<file path="config.mk">
export PLATFORM = sky130hd
export DESIGN_NAME = if_id_register
export DESIGN_NICKNAME = d
export VERILOG_FILES = /design/src/rtl/pipeline_pkg.sv /design/src/rtl/perf_counter.sv /design/src/rtl/if_id_register.sv
export SDC_FILE = /design/constraint.sdc
export NUM_CORES = 1
export LEC_CHECK = 0
export ABC_CLOCK_PERIOD_IN_PS = 2900
export CORE_AREA = 2 2 107 109
export CTS_BUF_LIST = sky130_fd_sc_hd__clkbuf_16
export DETAILED_ROUTE_END_ITERATION = 7
export DIE_AREA = 0 0 109 111
export HOLD_SLACK_MARGIN = 0.02
export PLACE_DENSITY = 0.76
export SYNTH_ARGS = -nofsm -noshare
export SYNTH_HDL_FRONTEND = slang
export SYNTH_HIERARCHICAL = 1
export SYNTH_SLANG_ARGS = --single-unit
</file>
<file path="constraint.sdc">
create_clock -name clk -period 2.9 [get_ports clk]
set_input_delay 0.29 -clock clk [delete_from_list [all_inputs] [get_ports clk]]
set_output_delay 0.29 -clock clk [all_outputs]
set_load 0.02 [all_outputs]
</file>
<file path="src/rtl/pipeline_pkg.sv">
// Shared definitions for the SAD pipeline registers: IF/ID state encoding,
// the NOP word inserted as a bubble, and the PC byte increment.
package pipeline_pkg;

  typedef enum logic [1:0] {
    RUN    = 2'd0,
    HOLD   = 2'd1,
    BUBBLE = 2'd2
  } ifid_state_t;

  localparam int          DATA_W_DEF = 32;
  localparam logic [31:0] NOP_INSTR  = 32'h0000_0000;  // sll $0,$0,0
  localparam logic [31:0] PC_INC     = 32'd4;

endpackage

</file>
<file path="src/rtl/perf_counter.sv">
// Enable-controlled 32-bit event counter; wraps modulo 2^32, asynchronous
// active-high reset. Only instantiated when IF_ID_PERF_EN is defined.
module perf_counter (
  input  logic        clk,
  input  logic        rst,
  input  logic        en,
  output logic [31:0] count
);

  logic [31:0] count_reg;

  always_ff @(posedge clk or posedge rst) begin
    if (rst) begin
      count_reg <= 32'd0;
    end else if (en) begin
      count_reg <= count_reg + 32'd1;
    end
  end

  assign count = count_reg;

endmodule

</file>
<file path="src/rtl/if_id_register.sv">
// IF/ID pipeline register with stall (hold) and flush (NOP bubble).
// Optional macro IF_ID_PERF_EN adds instr_count/bubble_count outputs.
module if_id_register
  import pipeline_pkg::*;
#(
  parameter int                DATA_W    = pipeline_pkg::DATA_W_DEF,
  parameter logic [DATA_W-1:0] PC_INC    = DATA_W'(pipeline_pkg::PC_INC),
  parameter logic [DATA_W-1:0] NOP_INSTR = DATA_W'(pipeline_pkg::NOP_INSTR)
) (
  input  logic              clk,
  input  logic              rst,
  input  logic [DATA_W-1:0] pc_in,
  input  logic [DATA_W-1:0] instr_in,
  input  logic              stall,
  input  logic              flush,
  output logic [DATA_W-1:0] pc_out,
  output logic [DATA_W-1:0] pc_plus4_out,
  output logic [DATA_W-1:0] instr_out,
  output logic              valid_out,
  output logic              hold_out
`ifdef IF_ID_PERF_EN
  ,
  output logic [31:0]       instr_count,
  output logic [31:0]       bubble_count
`endif
);

  ifid_state_t       state_reg, state_next;
  logic [DATA_W-1:0] pc_reg, pc_next;
  logic [DATA_W-1:0] pc_plus4_reg, pc_plus4_next;
  logic [DATA_W-1:0] instr_reg, instr_next;
  logic              valid_reg, valid_next;
  logic              capture_en;
  logic              bubble_en;

  // Priority flush > stall > capture; default is to hold everything.
  always_comb begin
    state_next    = state_reg;
    pc_next       = pc_reg;
    pc_plus4_next = pc_plus4_reg;
    instr_next    = instr_reg;
    valid_next    = valid_reg;
    capture_en    = 1'b0;
    bubble_en     = 1'b0;

    if (flush) begin
      // The squashed slot keeps its PC for debug but is never valid.
      pc_next       = pc_in;
      pc_plus4_next = pc_in + PC_INC;
      instr_next    = NOP_INSTR;
      valid_next    = 1'b0;
      state_next    = BUBBLE;
      bubble_en     = 1'b1;
    end else if (stall) begin
      state_next = HOLD;
    end else begin
      pc_next       = pc_in;
      pc_plus4_next = pc_in + PC_INC;
      instr_next    = instr_in;
      valid_next    = 1'b1;
      state_next    = RUN;
      capture_en    = 1'b1;
    end
  end

  always_ff @(posedge clk or posedge rst) begin
    if (rst) begin
      state_reg    <= BUBBLE;
      pc_reg       <= '0;
      pc_plus4_reg <= '0;
      instr_reg    <= NOP_INSTR;
      valid_reg    <= 1'b0;
    end else begin
      state_reg    <= state_next;
      pc_reg       <= pc_next;
      pc_plus4_reg <= pc_plus4_next;
      instr_reg    <= instr_next;
      valid_reg    <= valid_next;
    end
  end

  assign pc_out       = pc_reg;
  assign pc_plus4_out = pc_plus4_reg;
  assign instr_out    = instr_reg;
  assign valid_out    = valid_reg;
  assign hold_out     = (state_reg == HOLD);

`ifdef IF_ID_PERF_EN
  perf_counter u_instr_counter (
    .clk   (clk),
    .rst   (rst),
    .en    (capture_en),
    .count (instr_count)
  );

  perf_counter u_bubble_counter (
    .clk   (clk),
    .rst   (rst),
    .en    (bubble_en),
    .count (bubble_count)
  );
`else
  logic unused_perf;
  assign unused_perf = capture_en ^ bubble_en;
`endif

endmodule

</file>
==> run_results.csv, run 1 <==
group,metric,value,unit
status,status,"finished, final reports clean",
sta,rsz0062_at_grt,"no",
cells_and_area,fill_cells,985,
logic_synthesis,synth_warnings,6,
drt,dr.pass1.iters,4,
sta,finalClockSkew,0,ns
critical_path,path_max_fanout,7,
critical_path,critPathRequiredTime,3.15,ns
logic_synthesis,synth-seq-cells,97,
cells_and_area,final_util,57.64,%
cells_and_area,n_antenna_cell,0,
cells_and_area,syn2layout_area_growth,49.12,%
drt,num_vias,3795,
placed_design,place_inst,737,
cells_and_area,regArea,2429,sq um
clock_network,numCtsBuffers,9,
drt,drt_iter0_drc,204,
run,maxCapViolCount,0,
pwr,power_density,523.7,nW/um^2
logic_synthesis,synth_top_cell_area_share,56.11,%
cells_and_area,stdcell_count,753,
logic_synthesis,synth.most_common_cell,"nand2_1",
placed_design,numPortBuffers,165,
floorplan,core,11080,sq um
logic_synthesis,syn_nets,513,
critical_path,critical_path_class,"input port to flip-flop",
logic_synthesis,syn_avg_cell_area,9.643,sq um
logic_synthesis,yosysUniqueCellTypes,40,
sta,setup_viol,0,
sta,fmax,0.4500,GHz
clock_network,cts_sinks,97,
drt,final_antenna_net_count,0,
sta,worstMarginPinSlew,0.6410,ns
drt,vias_per_cell,5.040,
clock_network,tritoncts,"yes",
pwr,power,3.344,mW
sta,max_slew_margin,56.87,%
global_routing,overflow,0,
pwr,ir_drop,0.2510,mV
clock_network,clk_pin_slew,0.07,ns
cells_and_area,layout-drive-gt1-share,6.557,%
sta,hold_violations,0,
min_path,hold_class,"input port to asynchronous set/reset pin",
floorplan,dieArea,12100,sq um
sta,period_minus_slack,2.222,ns
clock_network,cts_hold_buffers,0,
sta,fin_hold_ws,0.3594,ns
placed_design,dp_hpwl,8.927,mm
global_routing,antenna_found_initial,0,
drt,maxUsedRoutingLayer,"met4",
floorplan,io_pins,166,
clock_network,cts-htree-levels,3,
floorplan,start_util,38.65,%
pwr,p_leak,2.841,nW
critical_path,critical_path_arrival,2.48,ns
clock_network,root_buffer,"clkbuf_16",
critical_path,critPathCaptureType,"flip-flop",
drt,wire_per_inst,15.87,um
clock_network,max-clock-path-buffers,2,
drt,wl_met1,4.822,mm
logic_synthesis,syn_inst,444,
global_routing,grt_max_degree,57,
floorplan,row_count,39,
logic_synthesis,yosys-top-cells-area,"dfrtp_1 56%, nand2_1 10%, mux2i_1 7.7%",
logic_synthesis,synth-async-reset-ratio,100.0,%
drt,drt-total-wl,11.95,mm
cells_and_area,fin_nets,674,
clock_network,postCtsResizedCells,0,
sta,tns,0,ns
critical_path,cp-start-kind,"input port",
clock_network,insertion_delay,0.33,ns
logic_synthesis,syn_area,4282,sq um
drt,dr_wl_met2,5.479,mm
logic_synthesis,synth-edff-count,0,
drt,drc,0,
sta,finalCritPeriodShare,76.63,%
logic_synthesis,synthFlopType,"dfrtp_1",
global_routing,grt_pass1_vias,3878,
floorplan,die_height,111,um
sta,slew_violations,0,
placed_design,gp_congestion,0.8264,
global_routing,gr-usage-all-layers,20.34,%
logic_synthesis,ys_seq_area_share,56.72,%
cells_and_area,multiInputGateArea,1709,sq um
clock_network,post-cts-setup-buffer-count,0,
floorplan,die_x,109,um
logic_synthesis,synth_commonest_cells,"115 x nand2_1, 96 x dfrtp_1, 47 x nor2_1",
global_routing,grt_pass1_wl,19.22,mm
drt,met3_length,1.318,mm
logic_synthesis,synth_top_cell_by_area,"dfrtp_1",
logic make-up (layout without fill, tap and decap cells):
group | after synthesis | count (layout) | synth area share, %
fa+ha+maj | 1 | 1 | 0.2922
mux | 33 | 33 | 7.715
xor+xnor | 13 | 13 | 2.659
flops | 97 | 97 | 56.72
buf+inv | 37 | 203 | 3.506
compound gates | 41 | 41 | 6.253
simple gates | 222 | 222 | 22.85
metrics by stage:
stage,worst slack (ns),cell area [sq um]
final,0.6776,6385
after global routing,0.6205,6385
after CTS,0.6743,6385
after detailed placement,0.3031,6106
after global placement,0.3702,6106
after floorplan,0.07793,4282
path summary, 6_finish.rpt:
check	endpoint	slack [ns]	cells after the start	from
setup / recovery	pc_plus4_out[20]	0.68	6	pc_in[2]
min in group clk	pc_out[8]	0.46	2	pc_out[8]
hold / removal	instr_out[27]	0.36	2	rst
hold reg to reg	pc_out[8]	0.46	2	pc_out[8]
setup reg to reg	pc_plus4_out[28]	2.09	2	pc_plus4_out[28]
max in group asynchronous	pc_out[12]	1.83	3	rst
placed cells by master (no fill, tap or decap), types with 2 or more instances in the layout:
| cell | count |
|---|---|
| clkdlybuf4s50_1 | 164 |
| nand2_1 | 115 |
| dfrtp_1 | 96 |
| nor2_1 | 47 |
| mux2i_1 | 33 |
| o21ai_0 | 18 |
| nand3_1 | 16 |
| nand4_1 | 15 |
| xnor2_1 | 12 |
| buf_4 | 11 |
| inv_1 | 10 |
| a31o_2 | 10 |
| clkbuf_16 | 9 |
| nor3_1 | 6 |
| nor4_1 | 4 |
| and3_1 | 4 |
| o211ai_1 | 3 |
| or4_1 | 3 |
| and4_1 | 3 |
| clkinv_1 | 3 |
| and2_1 | 2 |
| a21boi_0 | 2 |
| a31oi_1 | 2 |
layer usage:
| metal | GRT usage (%) | up-vias |
|---|---|---|
| met5 | 0 | - |
| met4 | 8.376 | 0 |
| met3 | 7.349 | 20 |
| met2 | 32.09 | 177 |
| met1 | 25.02 | 1779 |
| li1 | - | 1819 |
worst max-delay path, cell delays in order:
cell and delay, ns:
clkdlybuf4s50_1 0.60, ha_1 0.26, nand4_2 0.17, or3_1 0.53, or4_1 0.53, o211ai_1 0.11
where the power goes:
| part | switching [mW] | total (mW) | internal [mW] |
|---|---|---|---|
| Combinational | 0.365 | 0.705 | 0.340 |
| Clock | 0.474 | 1.13 | 0.652 |
| Sequential | 0.0576 | 1.51 | 1.46 |
| Total | 0.897 | 3.34 | 2.45 |
final cells by class:
type	count	area share (%)
repair buffers	177	27.40
inverters	10	0.6271
clock buffers	9	3.527
clock inverters	7	0.8426
well taps	143	2.802
multi-input cells	310	26.77
flip-flops and latches	97	38.04
Note: power is estimated with default switching activity, not from simulation.
==> run 2: changes to the inputs <==
Settings changed: ABC_CLOCK_PERIOD_IN_PS 2900 to 1900.
Clock period 2.9 ns to 1.9 ns, I/O delays scaled along.
==> run 2 against run 1 <==
- sequential share of layout area fell by 1.6 points
- critical path type unchanged
- highest routed layer unchanged
- combinational power rose by 60%
- final cell count rose by 4.5%
- via count rose by 3.2%
==> run_results.csv, run 2 (synthesis gave the netlist of run 1 again) <==
group,metric,value,unit
clock_network,cts_hold_buffers,0,
critical_path,critPathRequiredTime,2.14,ns
floorplan,core,11080,sq um
clock_network,insertion_delay,0.33,ns
floorplan,row_count,39,
critical_path,cpMaxStageDelayCell,"or4_1",
critical_path,critical_path_class,"input port to flip-flop",
critical_path,critPathCaptureType,"flip-flop",
global_routing,grt_max_degree,65,
placed_design,place_inst,771,
clock_network,tritoncts,"yes",
cells_and_area,syn2layout_area_growth,55.82,%
critical_path,cp_top_family,"simple AND/OR/NAND/NOR gates",
critical_path,rrSetupSlack,1.12,ns
clock_network,cts_sinks,97,
cells_and_area,final_util,60.23,%
sta,max_slew_margin,64.96,%
clock_network,clk_pin_slew,0.06,ns
critical_path,critical_path_arrival,2.10,ns
sta,fin_hold_ws,0.3175,ns
pwr,p_leak,3.010,nW
min_path,hold_class,"input port to asynchronous set/reset pin",
drt,wire_per_inst,15.84,um
critical_path,endpoint,"pc_plus4_out[20]",
floorplan,die_height,111,um
clock_network,max-clock-path-buffers,2,
cells_and_area,layout_common_cells,"164 x clkdlybuf4s50_1, 115 x nand2_1, 96 x dfrtp_1",
drt,drt_iter0_drc,165,
drt,dr.pass1.iters,4,
global_routing,grt_pass1_vias,3981,
floorplan,die_x,109,um
sta,finalClockSkew,0,ns
floorplan,dieArea,12100,sq um
critical_path,r2r_start,"pc_plus4_out[28]",
critical_path,worst-path-stages,6,
pwr,power_density,771.5,nW/um^2
cells_and_area,stdcell_count,787,
critical_path,critPathBufInv,1,
global_routing,antenna_found_initial,0,
sta,slew_violations,0,
global_routing,gr-usage-all-layers,20.68,%
critical_path,crit_start,"pc_in[2]",
sta,worst_slack,0.04085,ns
critical_path,reg2reg_to,"pc_plus4_out[28]",
pwr,ir_drop,0.4458,mV
clock_network,cts-htree-levels,3,
critical_path,cp-start-kind,"input port",
clock_network,root_buffer,"clkbuf_16",
sta,setup_viol,0,
cells_and_area,n_antenna_cell,0,
placed_design,gp_congestion,0.8543,
placed_design,dpl_worst_slack,-0.3598,ns
global_routing,overflow,0,
drt,final_antenna_net_count,0,
sta,worstMarginPinSlew,0.5256,ns
clock_network,numCtsBuffers,9,
sta,period_minus_slack,1.859,ns
drt,drt-total-wl,12.47,mm
run,maxCapViolCount,0,
critical_path,reg2regPathDepth,2,
global_routing,grt_pass1_wl,19.42,mm
drt,vias_per_cell,4.976,
placed_design,dp_hpwl,9.508,mm
drt,num_vias,3916,
floorplan,start_util,38.65,%
floorplan,io_pins,166,
cells_and_area,final_common_cell,"clkdlybuf4s50_1",
drt,drc,0,
pwr,power,5.147,mW
cells_and_area,layout-drive-gt1-share,11.65,%
sta,finalCritPeriodShare,97.85,%
status,status,"finished, final reports clean",
critical_path,path_max_fanout,6,
critical_path,critical_path.cell_chain,"clkdlybuf4s50_1, ha_1, nand4_2, or3_4, or4_1, o211ai_1",
placed_design,numPortBuffers,165,
sta,hold_violations,0,
critical_path,slowest_delay,0.52,ns
sta,fmax,0.5379,GHz
cells_and_area,fin_nets,708,
run 2: worst min-delay path by stage:
| stage | startpoint | to | slack (ns) |
|---|---|---|---|
| detailed placement | pc_out[4] | pc_out[4] | 0.46 |
| global placement | pc_out[5] | pc_out[5] | 0.45 |
| finish | rst | pc_out[2] | 0.32 |
| global route | rst | pc_out[10] | 0.33 |
| floorplan | flush | state_reg[1] | 0.19 |
| CTS | rst | pc_out[10] | 0.33 |
run 2: layout make-up:
| cell class | instances | area (sq um) |
|---|---|---|
| clock buffers | 9 | 225.2 |
| multi-input cells | 310 | 1714 |
| inverters | 10 | 41.29 |
| flip-flops and latches | 97 | 2429 |
| well taps | 143 | 178.9 |
| clock inverters | 7 | 53.80 |
| fillers | 952 | 4405 |
| repair buffers | 211 | 2029 |
run 2: power breakdown:
part           switching [mW]  total, mW  internal [mW]
sequential             0.0934       2.32           2.22
clock                   0.707       1.70          0.994
combinational           0.569       1.13          0.561
run 2: what timing repair did:
item / 4_1_cts / 5_1_grt
endpoints found under the setup margin: 0 / 3
setup buffers: 0 / 0
resized for setup: 0 / 1
run 2: through the flow:
step,instance area (sq um),setup TNS [ns]
floorplan,4285,0
global placement,6387,-2.048
detailed placement,6387,-3.016
CTS,6666,0
global route,6671,-0.0004881
finish,6671,0
run 2: metal layers:
metal / up-vias / track usage [%] / share of wire, %
li1: 1878 / - / -
met1: 1864 / 25.22 / 42
met2: 155 / 34.91 / 48
met3: 19 / 5.115 / 8.0
met4: 0 / 7.778 / 1.8
met5: - / 0 / 0
run 2: worst min-delay path, cell delays in order:
cell and delay, ns:
clkdlybuf4s50_1 0.45, clkinvlp_4 0.11, buf_12 0.30
==> run 3: changes to the inputs <==
Settings changed: GPL_TIMING_DRIVEN set to 0.
==> run 3 against run 2 <==
- register-to-register slack worse by 0.04 ns
- routed wire length up 2.4%
- first-iteration DRC count down 11%
- power up 2.5%
- critical path type unchanged
- largest power group unchanged
==> run_results.csv, run 3 (synthesis gave the netlist of run 1 again) <==
group,metric,value,unit
status,status,"finished, final reports clean",
placed_design,dpl_worst_slack,-0.8386,ns
clock_network,clk_pin_slew,0.07,ns
drt,drc,0,
global_routing,overflow,0,
clock_network,cts_sinks,97,
pwr,pwr-share-seq,43.8,%
pwr,switching_share,26.38,%
cells_and_area,layout_common_cells,"161 x clkdlybuf4s50_1, 115 x nand2_1, 96 x dfrtp_1",
sta,period_minus_slack,1.847,ns
cells_and_area,n_antenna_cell,0,
critical_path,path_max_fanout,7,
global_routing,gr-usage-all-layers,21.45,%
sta,setup_viol,0,
global_routing,grt_pass1_vias,3943,
floorplan,core,11080,sq um
global_routing,grt_max_degree,43,
cells_and_area,final_common_cell,"clkdlybuf4s50_1",
critical_path,cpMaxStageDelayCell,"clkdlybuf4s50_1",
sta,hold_violations,0,
sta,rsz0062_at_grt,"no",
placed_design,numPortBuffers,164,
drt,num_vias,3897,
cells_and_area,fin_area,6544,sq um
critical_path,critPathCaptureType,"flip-flop",
pwr,p_leak,2.910,nW
sta,slew_violations,0,
critical_path,slowest_delay,0.61,ns
drt,dr.pass1.iters,4,
floorplan,die_x,109,um
critical_path,r2r_start,"pc_plus4_out[28]",
min_path,worstHoldStart,"pc_in[3]",
placed_design,gp_congestion,0.8195,
cells_and_area,fin_nets,690,
clock_network,tritoncts,"yes",
critical_path,critical_path.cell_chain,"clkdlybuf4s50_1, nand4_1, or3_4, or4_1, o211ai_1",
floorplan,row_count,39,
sta,fmax,0.5414,GHz
floorplan,die_height,111,um
floorplan,io_pins,166,
clock_network,root_buffer,"clkbuf_16",
critical_path,cp-start-kind,"input port",
placed_design,placed_cell_area,6153,sq um
placed_design,dp_hpwl,9.861,mm
pwr,power_density,806.3,nW/um^2
drt,vias_per_cell,5.068,
pwr,ir_drop,0.4646,mV
clock_network,max-clock-path-buffers,2,
critical_path,crit_start,"pc_in[7]",
critical_path,critical_path_class,"input port to flip-flop",
pwr,clkPwrFrac,35.2,%
floorplan,start_util,38.65,%
clock_network,cts-htree-levels,3,
cells_and_area,syn2layout_area_growth,52.83,%
pwr,power.switching,1.392,mW
min_path,hold_class,"input port to flip-flop",
cells_and_area,layout-drive-gt1-share,7.668,%
critical_path,critPathRequiredTime,2.15,ns
sta,max_slew_margin,35.84,%
pwr,intPower,3.884,mW
sta,worst_slack,0.05299,ns
drt,wire_per_inst,16.60,um
critical_path,critical_path_arrival,2.10,ns
global_routing,grt_pass1_wl,20.09,mm
pwr,pwr-share-comb,21.0,%
drt,final_antenna_net_count,0,
global_routing,antenna_found_initial,0,
sta,finalCritPeriodShare,97.21,%
sta,finalClockSkew,0,ns
clock_network,insertion_delay,0.33,ns
floorplan,dieArea,12100,sq um
sta,worstMarginPinSlew,0.9604,ns
run,maxCapViolCount,0,
drt,drt-total-wl,12.76,mm
clock_network,numCtsBuffers,9,
drt,drt_iter0_drc,147,
==> run 3: metrics by stage <==
stage                     hold slack [ns]  cells  util, %  TNS [ns]  total power, mW
after global placement             0.4510    751    55.12    -81.88            3.416
after global routing               0.1844    769    59.08         0            5.511
after floorplan                    0.1945    444        -         0            2.831
after detailed placement           0.4588    753    55.55    -40.55            3.451
final                              0.1798    769    59.08         0            5.276
after CTS                          0.3081    769    58.83         0            5.329
==> run 3: power by group through the flow <==
| stage | logic, mW | clock network (mW) | registers [mW] |
|---|---|---|---|
| 2_1_floorplan | 0.301 | 0 | 2.53 |
| 3_3_place_gp | 1.08 | 0 | 2.34 |
| 3_5_place_dp | 1.10 | 0 | 2.35 |
| 4_1_cts | 1.12 | 1.90 | 2.31 |
| 5_1_grt | 1.19 | 1.99 | 2.33 |
| 6_report | 1.11 | 1.86 | 2.31 |
==> run 3: timing repair <==
item / in CTS / in global routing
pin swaps: 2 / 2
setup buffers: 3 / 2
gates resized for setup: 12 / 7
endpoints found under the setup margin: 63 / 37
hold buffers: 0 / 0
==> run 3: worst max-delay path, delay by kind of cell <==
| kind | cells | cell delay (ns) |
|---|---|---|
| buffers and inverters | 1 | 0.61 |
| AND/OR/NAND/NOR | 3 | 1.19 |
| AO/OA/AOI/OAI | 1 | 0.10 |
==> run 3: final cells by class <==
cell class	count	area, sq um
Buffer	22	100.1
Clock buffer	9	225.2
Clock inverter	7	80.08
Fill cell	971	4533
Inverter	10	41.29
Multi-Input combinational cell	310	1759
Sequential cell	97	2429
Tap cell	143	178.9
Timing Repair Buffer	171	1730
==> run 3: path summary, 6_finish.rpt <==
check | slack, ns | end | depth (start not counted)
max | 0.05 | pc_plus4_out[20] | 5
min | 0.18 | pc_out[3] | 3
max reg2reg | 1.08 | pc_plus4_out[28] | 2
max in group asynchronous | 0.81 | state_reg[1] | 3
min in group asynchronous | 0.42 | pc_plus4_out[21] | 2
min reg2reg | 0.47 | pc_out[10] | 2
==> run 3: layer usage <==
metal | global-route usage [%] | vias to the layer above | wire (um) | share of wire, %
met3 | 7.113 | 11 | 1232 | 9.7
met2 | 36.81 | 154 | 6291 | 49
met1 | 25.48 | 1890 | 5065 | 40
met4 | 5.726 | 0 | 173 | 1.4
met5 | 0 | - | 0 | 0
li1 | - | 1842 | - | -
